<file path="src/rtl/lc3b_types.sv">
// Shared types for the split-cache CPU: line/word widths and the memory
// arbiter's state and command encodings.
package lc3b_types;

    typedef logic [127:0] lc3b_line;
    typedef logic [15:0]  lc3b_word;

    typedef enum logic [1:0] {
        IDLE   = 2'd0,
        I_BUSY = 2'd1,
        D_BUSY = 2'd2
    } arb_state_t;

    typedef enum logic {
        READ    = 1'b0,
        D_WRITE = 1'b1
    } arb_cmd_t;

endpackage

</file>
<file path="src/rtl/mem_arbiter.sv">
// Shares one line-granular pmem port between I-cache and D-cache (ARBITER_RR_EN selects round-robin ties).
// Latency: request in IDLE at t gives a pmem command at t+1; resp forwarded combinationally.
// Backpressure: loser simply holds its request; one IDLE cycle between back-to-back grants.
import lc3b_types::*;

module mem_arbiter (
    input  logic             clk,
    input  logic             rst_n,
    input  logic             i_pmem_read,
    input  logic [15:0]      i_pmem_address,
    output logic [127:0]     i_pmem_rdata,
    output logic             i_pmem_resp,
    input  logic             d_pmem_read,
    input  logic             d_pmem_write,
    input  logic [15:0]      d_pmem_address,
    input  logic [127:0]     d_pmem_wdata,
    output logic [127:0]     d_pmem_rdata,
    output logic             d_pmem_resp,
    output logic             pmem_read,
    output logic             pmem_write,
    output logic [15:0]      pmem_address,
    output logic [127:0]     pmem_wdata,
    input  logic [127:0]     pmem_rdata,
    input  logic             pmem_resp
);

    arb_state_t state_q, state_d;
    arb_cmd_t   cmd_q, cmd_d;
    lc3b_word   addr_q, addr_d;
    lc3b_line   wdata_q, wdata_d;
    logic       i_req, d_req, grant_i, grant_d;

`ifdef ARBITER_RR_EN
    // 1 = D-cache held the most recent grant, so the next tie goes to I.
    logic last_grant_d_q;

    always_ff @(posedge clk or negedge rst_n) begin
        if (!rst_n) begin
            last_grant_d_q <= 1'b1;
        end else if (state_q == IDLE && (grant_i || grant_d)) begin
            last_grant_d_q <= grant_d;
        end
    end
`endif

    always_comb begin
        i_req = i_pmem_read;
        d_req = d_pmem_read | d_pmem_write;
`ifdef ARBITER_RR_EN
        grant_d = d_req & (~i_req | ~last_grant_d_q);
`else
        grant_d = d_req;
`endif
        grant_i = i_req & ~grant_d;
    end

    always_comb begin
        state_d = state_q;
        cmd_d   = cmd_q;
        addr_d  = addr_q;
        wdata_d = wdata_q;
        case (state_q)
            IDLE: begin
                if (grant_d) begin
                    state_d = D_BUSY;
                    addr_d  = d_pmem_address;
                    wdata_d = d_pmem_wdata;
                    // Read+write together is illegal; the write wins.
                    cmd_d   = d_pmem_write ? D_WRITE : READ;
                end else if (grant_i) begin
                    state_d = I_BUSY;
                    addr_d  = i_pmem_address;
                    cmd_d   = READ;
                end
            end
            I_BUSY, D_BUSY: begin
                if (pmem_resp) begin
                    state_d = IDLE;
                end
            end
            default: state_d = IDLE;
        endcase
    end

    always_ff @(posedge clk or negedge rst_n) begin
        if (!rst_n) begin
            state_q <= IDLE;
            cmd_q   <= READ;
            addr_q  <= '0;
            wdata_q <= '0;
        end else begin
            state_q <= state_d;
            cmd_q   <= cmd_d;
            addr_q  <= addr_d;
            wdata_q <= wdata_d;
        end
    end

    assign pmem_read    = (state_q != IDLE) && (cmd_q == READ);
    assign pmem_write   = (state_q != IDLE) && (cmd_q == D_WRITE);
    assign pmem_address = addr_q;
    assign pmem_wdata   = wdata_q;

    assign i_pmem_resp  = pmem_resp && (state_q == I_BUSY);
    assign d_pmem_resp  = pmem_resp && (state_q == D_BUSY);
    assign i_pmem_rdata = pmem_rdata;
    assign d_pmem_rdata = pmem_rdata;

endmodule
</file>
<file path="config.mk">
export PLATFORM = sky130hd
export DESIGN_NAME = mem_arbiter
export DESIGN_NICKNAME = d
export VERILOG_FILES = /design/src/rtl/lc3b_types.sv /design/src/rtl/mem_arbiter.sv
export SDC_FILE = /design/constraint.sdc
export NUM_CORES = 1
export LEC_CHECK = 0
export BUFFER_PORTS_ARGS = -buffer_cell sky130_fd_sc_hd__clkbuf_2
export CELL_PAD_IN_SITES_DETAIL_PLACEMENT = 1
export CELL_PAD_IN_SITES_GLOBAL_PLACEMENT = 1
export CORE_AREA = 2 2 270 272
export DETAILED_ROUTE_END_ITERATION = 16
export DIE_AREA = 0 0 272 274
export PLACE_DENSITY_LB_ADDON = 0.1
export SLEW_MARGIN = 20
export SYNTH_ARGS = -nofsm -noshare
export SYNTH_HDL_FRONTEND = slang
export SYNTH_SLANG_ARGS = --single-unit
</file>
<file path="constraint.sdc">
create_clock -name clk -period 1.9 [get_ports clk]
set_input_delay 0.19 -clock clk [delete_from_list [all_inputs] [get_ports clk]]
set_output_delay 0.19 -clock clk [all_outputs]
set_load 0.1 [all_outputs]
</file>
### Yosys cells after proc, flatten, opt, wreduce, memory -nomap -nowiden

Index checks and enable logic that the tools add are counted.

| cells by class | value |
|---|---|
| mux-type cells | 9 |
| bitwise gates (word level) | 4 |
| equal/unequal tests | 4 |
| reduce and logical (&&, ||, !) cells | 11 |

Operators by type and width:

| cell | count |
|---|---|
| two-way mux 16 bit | 2 |
| two-way mux 2 bit | 3 |
| AND reduction 2 bit | 3 |
| logical AND 1 bit | 4 |
| one-hot mux 2 bit (2 select lines) | 1 |
| nonzero test 2 bit | 2 |
| two-way mux 1 bit | 3 |
| != test 3 bit, second input constant | 1 |
| == test 2 x 1 -> 1 bit, second input constant | 1 |
| == test 2 bit, second input constant | 1 |
| logical NOT 2 bit | 1 |
| != test 2 bit, second input constant | 1 |
| inverter 1 bit | 2 |
| OR reduction 2 bit | 1 |
| bitwise AND 1 bit | 1 |
| OR 1 bit | 1 |

| storage, ports and cells | value |
|---|---|
| output and inout port bits | 404 |
| flip-flop bits (word level) | 147 |
| input port bits | 294 |

### Longest topological paths before layout

Gate-level depths: netlist of run 1.

| logic depth | value |
|---|---|
| depth in word-level cells | 6 |
| depth in mapped cells | 6 |
| mapped depth without buffers | 5 |

### Worst setup path after synthesis of run 1

Ideal clock, no wire load.

| path | value |
|---|---|
| kind | reg-to-output |
| start | register state_q[0] |
| end | output port pmem_write |
| arrival | 2.009 ns |
| cell stages (with the launch flop) | 4 |
| required time | 1.710 ns |
| path slack | -0.299 ns |
| path through | dfrtp_1 > inv_1 > ha_1 > nor2b_1 |

| on the way | value |
|---|---|
| cells in the longest elaborated chain, start to end | 2 |

Ends and longest elaborated chain:

| element | line | text |
|---|---|---|
| start, declared | mem_arbiter.sv:27 | `arb_state_t state_q, state_d;` |
| start signal, assigned | mem_arbiter.sv:92 | `state_q <= state_d;` |
| nonzero test 2 bit | mem_arbiter.sv:100 | `assign pmem_write = (state_q != IDLE) && (cmd_q == D_WRITE);` |
| logical AND 1 bit | mem_arbiter.sv:100 |  |
| end, declared | mem_arbiter.sv:20 | `output logic pmem_write,` |

No other way between the ends.

### Worst setup path in the final report of run 1

| path | value |
|---|---|
| start | register state_q[1] |
| end | output port pmem_write |

The elaborated chain is that of the path after synthesis.

==> metrics.cfg, run 1 <==
[route]
initialDrtViolationCount = 126
wl_um = 25670
detail-route-antenna-nets = 0
wire_per_inst_um = 14.04
drc = 0
viasPerCell = 2.753
first_pass_iters = 4
via_count = 5032

[finish]
drive_above_1_share_pct = 45.39
finalNetCount = 1152
final_cell_mix = clkbuf_2, dlygate4sd3_1, dfrtp_1
final_common_cell = clkbuf_2
area_growth_syn_to_layout_pct = 42.12

[cts]
root_buffer = clkbuf_16
cts_tree = built
clk_latency_ns = 0.48
cts_made_buffers = 17
clkSlewWorstSetupHoldPaths_ns = 0.07
cts.path.max_buffers = 2
cts.htree.levels = 4
clock_sinks = 147
cts_setup_buffers = 0

[synthesis]
syn_area_per_cell_sq_um = 12.29
synth_warnings = 0
synth.area.top_cells = dfrtp_1, buf_4, mux2_1
yosys.area_share.simple_pct = 1.546
yosys_register_bits = 147
synth_top_family_by_area = buffers and inverters
synthMuxAreaShare_pct = 21.05
ys_types = 21
synthXorXnorAreaFrac_pct = 0
synth_top_area_share_pct = 48.34
synth_nets = 916
synth_cells = 619
yosysTopAreaCell = dfrtp_1
synthAdderAreaFrac_pct = 0.4933
synth_compound_area_share_pct = 1.562
seq_area_frac_synth_pct = 48.34
synth_area_sq_mm = 0.007610

[status]
status = finished, final reports clean

[sta]
period_needed_ns = 1.767
relSlewSlack_pct = 53.86
period_share_pct = 92.99
whs_ns = 0.06958
final.setup.tns_ns = 0
max_freq_mhz = 566.0
worst_slew_pin_slew_ns = 0.6951
rsz0062_at_grt = no
hold_viol = 0
setup_violations = 0
maxSlewViolCount = 0
fin_skew_ns = 0.01592

[place]
place_congestion = 0.6112
portBuffers = 313
hpwl_um = 19380

[grt]
grt_max_degree = 43
grt_antenna_before_repair = 1
grt_pass1_wl_um = 38220
grt_usage_pct = 7.148
grt_pass1_vias = 5805
grt.overflow.total = 0

[die]
fp-row-count = 99
die_height_um = 274
die_w_um = 272
ios = 698
dieArea_sq_mm = 0.07453
coreArea_sq_mm = 0.07197
initial_core_util_pct = 10.57

[hold_path]
hold_class = input port to register
hp-start = d_pmem_write
whs_endpoint = cmd_q
hold_path_depth = 3

[setup_path]
cp.arrival_ns = 1.58
cp-end-kind = output port
cp_data_required_time_ns = 1.71
startpoint_type = register
reg2reg_to = pmem_wdata[39]
reg2reg_slack_ns = 0.22
critical_path_class = register to output port
timing.rr.start = state_q[1]
rr_worst_depth = 5
cp_max_fo = 6

[job]
drv_cap = 0

## layout make-up
cell class	instances	area [sq um]
Inverter	3	11.26
Antenna cell	1	2.502
Sequential cell	147	3679
Clock buffer	18	429.2
Fill cell	8328	61150
Clock inverter	14	142.6
Tap cell	959	1200
Multi-Input combinational cell	195	1913
Timing Repair Buffer	491	3438
## metrics by stage
stage	worst slack, ns	utilization (%)	cell area (sq um)	instances
floorplan	0.2136	-	7615	619
global placement	0.1779	11.95	8601	1634
detailed placement	0.1628	11.95	8601	1634
CTS	0.01928	15.02	10810	1827
global route	0.02148	15.02	10810	1827
finish	0.1332	15.03	10820	1828
## synth_stat cells
cell,instances
nor2_1,1
o22ai_1,1
nand2_1,19
and2_1,2
o21ai_1,3
mux2_2,27
mux2i_1,16
buf_4,267
mux2_1,101
nor2_4,1
ha_1,3
nor2b_1,2
inv_1,3
a21oi_1,3
buf_2,5
o31ai_2,1
clkbuf_1,1
buf_6,1
o21ai_0,14
nand2b_1,1
dfrtp_1,147
## per-layer routing
layer	global-route usage [%]	part of all wire, %	vias to the layer above
met5	0	0	-
met4	4.511	5.2	0
met3	4.571	12	93
met2	10.92	46	285
met1	7.284	37	2392
li1	-	-	2262
## registers in the layout (all words and copies together), names as in the netlist
register	cells
pmem_wdata	128
pmem_address	16
cmd_q	1
state_q	2
## worst max-delay path by stage
stage                     startpoint             end  depth (start not counted)
after floorplan           state_q[0]      pmem_write                          3
after global placement    state_q[0]  pmem_wdata[40]                          5
after detailed placement  state_q[0]  pmem_wdata[18]                          5
after CTS                 state_q[1]      pmem_write                          5
after global routing      state_q[0]       pmem_read                          5
final                     state_q[1]      pmem_write                          5
## worst max-delay path, cell delays in order (launching register included)
cell	delay [ns]
dfrtp_1	0.36
inv_1	0.08
ha_2	0.20
buf_6	0.15
nor2b_4	0.13
buf_12	0.18
## what timing repair did
| item | 4_1_cts | 5_1_grt |
|---|---|---|
| resized for setup | 6 | 1 |
| pin swaps | 0 | 0 |
| setup endpoints to repair | 2 | 2 |
| hold buffers | 161 | 0 |
| endpoints found under the hold margin | 261 | 0 |
## cells by family (layout without fill, tap and decap cells)
logic type / after synthesis / in the layout
buf+inv: 277 / 526
flops: 147 / 147
mux: 144 / 144
simple gates: 26 / 26
compound gates: 22 / 22
fa+ha+maj: 3 / 3
other cells: 0 / 1
Power of run 1 is left out: the tool's default activity adds up to more than one toggle a clock period on the data nets, which glitch-free logic cannot reach.
==> run 2: changes to the inputs <==
ABC_AREA = 1   (was default)
CORE_AREA = 2 2 271 273   (was 2 2 270 272)
CTS_CLUSTER_SIZE = 25   (was default)
DIE_AREA = 0 0 273 275   (was 0 0 272 274)
==> run 2 against run 1 <==
Effect of this change:
- register-to-register slack improved by 0.08 ns
- sequential cell count did not move
- first-iteration DRC count rose by 23%
- via count rose by 28%
- non-clock buffer count rose by 5
- final area rose by 1.4%
- critical endpoint unchanged
- highest routed layer is now met5
==> metrics.cfg, run 2 <==
[synthesis]
yosys_register_bits = 147  ; unchanged
seq_area_frac_synth_pct = 47.12  ; was 48.34%
synth_cells = 951  ; was 619
synth_area_sq_mm = 0.007806  ; was 0.007610 sq mm
synth_top_family_by_area = buffers and inverters  ; unchanged
synthAdderAreaFrac_pct = 0.4808  ; was 0.4933%
synth.area.top_cells = dfrtp_1, buf_4, nand2_1  ; was dfrtp_1, buf_4, mux2_1
synth_nets = 1248  ; was 916
yosys.area_share.simple_pct = 24.27  ; was 1.546%
synth_flop_cell = dfrtp_1  ; unchanged
synth_compound_area_share_pct = 0.06411  ; was 1.562%
syn_area_per_cell_sq_um = 8.208  ; was 12.29 sq um
synthArstFlopShare_pct = 100.0  ; unchanged
synth_top_area_share_pct = 47.12  ; was 48.34%
ys_types = 15  ; was 21
synth_warnings = 0  ; unchanged
synthXorXnorAreaFrac_pct = 0  ; unchanged
yosysTopAreaCell = dfrtp_1  ; unchanged
synthMuxAreaShare_pct = 0  ; was 21.05%
yosysMostFrequentCell = nand2_1  ; was buf_4
synthTopCellsByCount = nand2_1, buf_4, dfrtp_1  ; was buf_4, dfrtp_1, mux2_1
synth_edf_count = 0  ; unchanged

[setup_path]
reg2reg_slack_ns = 0.30  ; was 0.22 ns
slowest_delay_ns = 0.34  ; was 0.36 ns
cp_data_required_time_ns = 1.71  ; about the same
rr_worst_depth = 9  ; was 5
timing.rr.start = state_q[0]  ; was state_q[1]
startpoint_type = register  ; unchanged
cpLargestDelayFamily = buffers and inverters  ; unchanged
startpoint = state_q[0]  ; was state_q[1]
path_depth = 5  ; unchanged
cp.arrival_ns = 1.60  ; was 1.58 ns
cp-end-kind = output port  ; unchanged
cp_max_fo = 5  ; was 6
reg2reg_to = pmem_wdata[96]  ; was pmem_wdata[39]
worst_path_max_delay_cell = dfrtp_1  ; unchanged
path_cells = inv_1 > ha_1 > buf_4 > nor2_2 > buf_12  ; was inv_1 > ha_2 > buf_6 > nor2b_4 > buf_12
cp-endpoint = pmem_write  ; unchanged
path_buf_inv = 3  ; unchanged
critical_path_class = register to output port  ; unchanged

[die]
coreArea_sq_mm = 0.07234  ; was 0.07197 sq mm
die_height_um = 275  ; was 274 um
dieArea_sq_mm = 0.07508  ; was 0.07453 sq mm
ios = 698  ; unchanged
fp-row-count = 99  ; unchanged
die_w_um = 273  ; was 272 um
initial_core_util_pct = 10.79  ; was 10.57%

[cts]
cts.path.max_buffers = 2  ; unchanged
cts_made_buffers = 17  ; unchanged
cts_tree = built  ; unchanged
clock_sinks = 147  ; unchanged
root_buffer = clkbuf_16  ; unchanged
cts.htree.levels = 4  ; unchanged
clk_latency_ns = 0.47  ; was 0.48 ns
clkSlewWorstSetupHoldPaths_ns = 0.07  ; about the same

[route]
initialDrtViolationCount = 155  ; was 126
via_count = 6445  ; was 5032
wl_um = 30750  ; was 25670 um
drc = 0  ; unchanged
detail-route-antenna-nets = 0  ; unchanged
viasPerCell = 2.999  ; was 2.753
wire_per_inst_um = 14.31  ; was 14.04 um
first_pass_iters = 4  ; unchanged

[sta]
relSlewSlack_pct = 54.71  ; was 53.86%
rsz0062_at_grt = no  ; unchanged
maxSlewViolCount = 0  ; unchanged
period_share_pct = 94.41  ; was 92.99%
final.setup.tns_ns = 0  ; unchanged
worst_slack_ns = 0.1061  ; was 0.1332 ns
period_needed_ns = 1.794  ; was 1.767 ns
max_freq_mhz = 557.5  ; was 566.0 MHz
setup_violations = 0  ; unchanged
worst_slew_pin_slew_ns = 0.6777  ; was 0.6951 ns
fin_skew_ns = 0.01138  ; was 0.01592 ns
hold_viol = 0  ; unchanged

[finish]
multi_input_area_sq_mm = 0.001942  ; was 0.001913 sq mm
fillCellCount = 8699  ; was 8328
largest_reg_flops = 128  ; unchanged
fin_area_sq_mm = 0.01097  ; was 0.01082 sq mm
finalNetCount = 1474  ; was 1152
final_common_cell = nand2_1  ; was clkbuf_2
drive_above_1_share_pct = 31.68  ; was 45.39%
final_core_util_pct = 15.16  ; was 15.03%
final_cell_mix = nand2_1, clkbuf_2, dlygate4sd3_1  ; was clkbuf_2, dlygate4sd3_1, dfrtp_1
n_antenna_cell = 0  ; was 1
regArea_sq_mm = 0.003679  ; unchanged
area_growth_syn_to_layout_pct = 40.47  ; was 42.12%

[status]
status = finished, final reports clean  ; unchanged

[hold_path]
hold_class = input port to register  ; unchanged
hold_path_depth = 5  ; was 3

[grt]
grt_antenna_before_repair = 3  ; was 1
grt_usage_pct = 8.226  ; was 7.148%
grt_pass1_vias = 7223  ; was 5805
grt_pass1_wl_um = 45220  ; was 38220 um
grt.overflow.total = 0  ; unchanged
grt_max_degree = 63  ; was 43

[job]
drv_cap = 0  ; unchanged

[place]
place_congestion = 0.6291  ; was 0.6112
hpwl_um = 22070  ; was 19380 um
portBuffers = 313  ; unchanged
post_dp_cell_area_sq_mm = 0.008766  ; was 0.008601 sq mm
preCtsSetupSlack_ns = 0.1911  ; was 0.1628 ns

[run 2: cell count changes after synthesis, sizes merged, moves of 3 or more]
cell	before	now
nand2	19	493
mux2i	16	0
buf	273	289
a21oi	3	0
inv	3	12
mux2	128	0
o21ai	17	1
[run 2: worst min-delay path, cell delays in order]
cell and delay (ns):
clkbuf_2 0.08, nand2_1 0.04, nand2_1 0.06, nand2_1 0.05, nand2_1 0.05
[run 2: metrics by stage]
| stage | std cells | hold WS [ns] |
|---|---|---|
| floorplan | 951 | -0.1056 |
| global placement | 1957 | 0.04916 |
| detailed placement | 1957 | 0.04383 |
| CTS | 2149 | 0.0004851 |
| global route | 2149 | 0.06539 |
| finish | 2149 | 0.04684 |
[run 2: worst min-delay path by stage]
| stage | from | to | slack, ns |
|---|---|---|---|
| finish | i_pmem_address[1] | pmem_address[1] | 0.05 |
| global route | i_pmem_address[1] | pmem_address[1] | 0.07 |
| CTS | i_pmem_address[1] | pmem_address[1] | 0.0005 |
| detailed placement | rst_n | pmem_wdata[49] | 0.04 |
| global placement | rst_n | pmem_wdata[49] | 0.05 |
| floorplan | rst_n | cmd_q | -0.11 |
[run 2: cell families after synthesis]
kind of cell | Yosys count
and+or+nand+nor | 499
buffers and inverters | 301
DFF | 147
adders and majority gates | 3
AOI/OAI and AO/OA | 1
[run 2: timing repair]
action | CTS | global route
resized for setup | 3 | 0
setup endpoints to repair | 3 | 0
hold buffers | 158 | 0
hold endpoints to repair | 233 | 0
buffers inserted | 2 | 0
[run 2: cell type report]
class                   count  area share, %
flip-flops and latches    147          33.55
well taps                 959          10.94
inverters                  12         0.4336
clock buffers              21          4.290
clock inverters            11          1.141
multi-input cells         503          17.71
repair buffers            496          31.94
[run 2: routing by layer]
layer	up-vias	GRT usage [%]	share of wire [%]
li1	3034	-	-
met1	2975	8.825	39
met2	332	13.34	48
met3	100	3.701	8.7
met4	4	4.846	4.1
met5	-	0.4386	0.15
Power of run 2 is left out for the same reason.
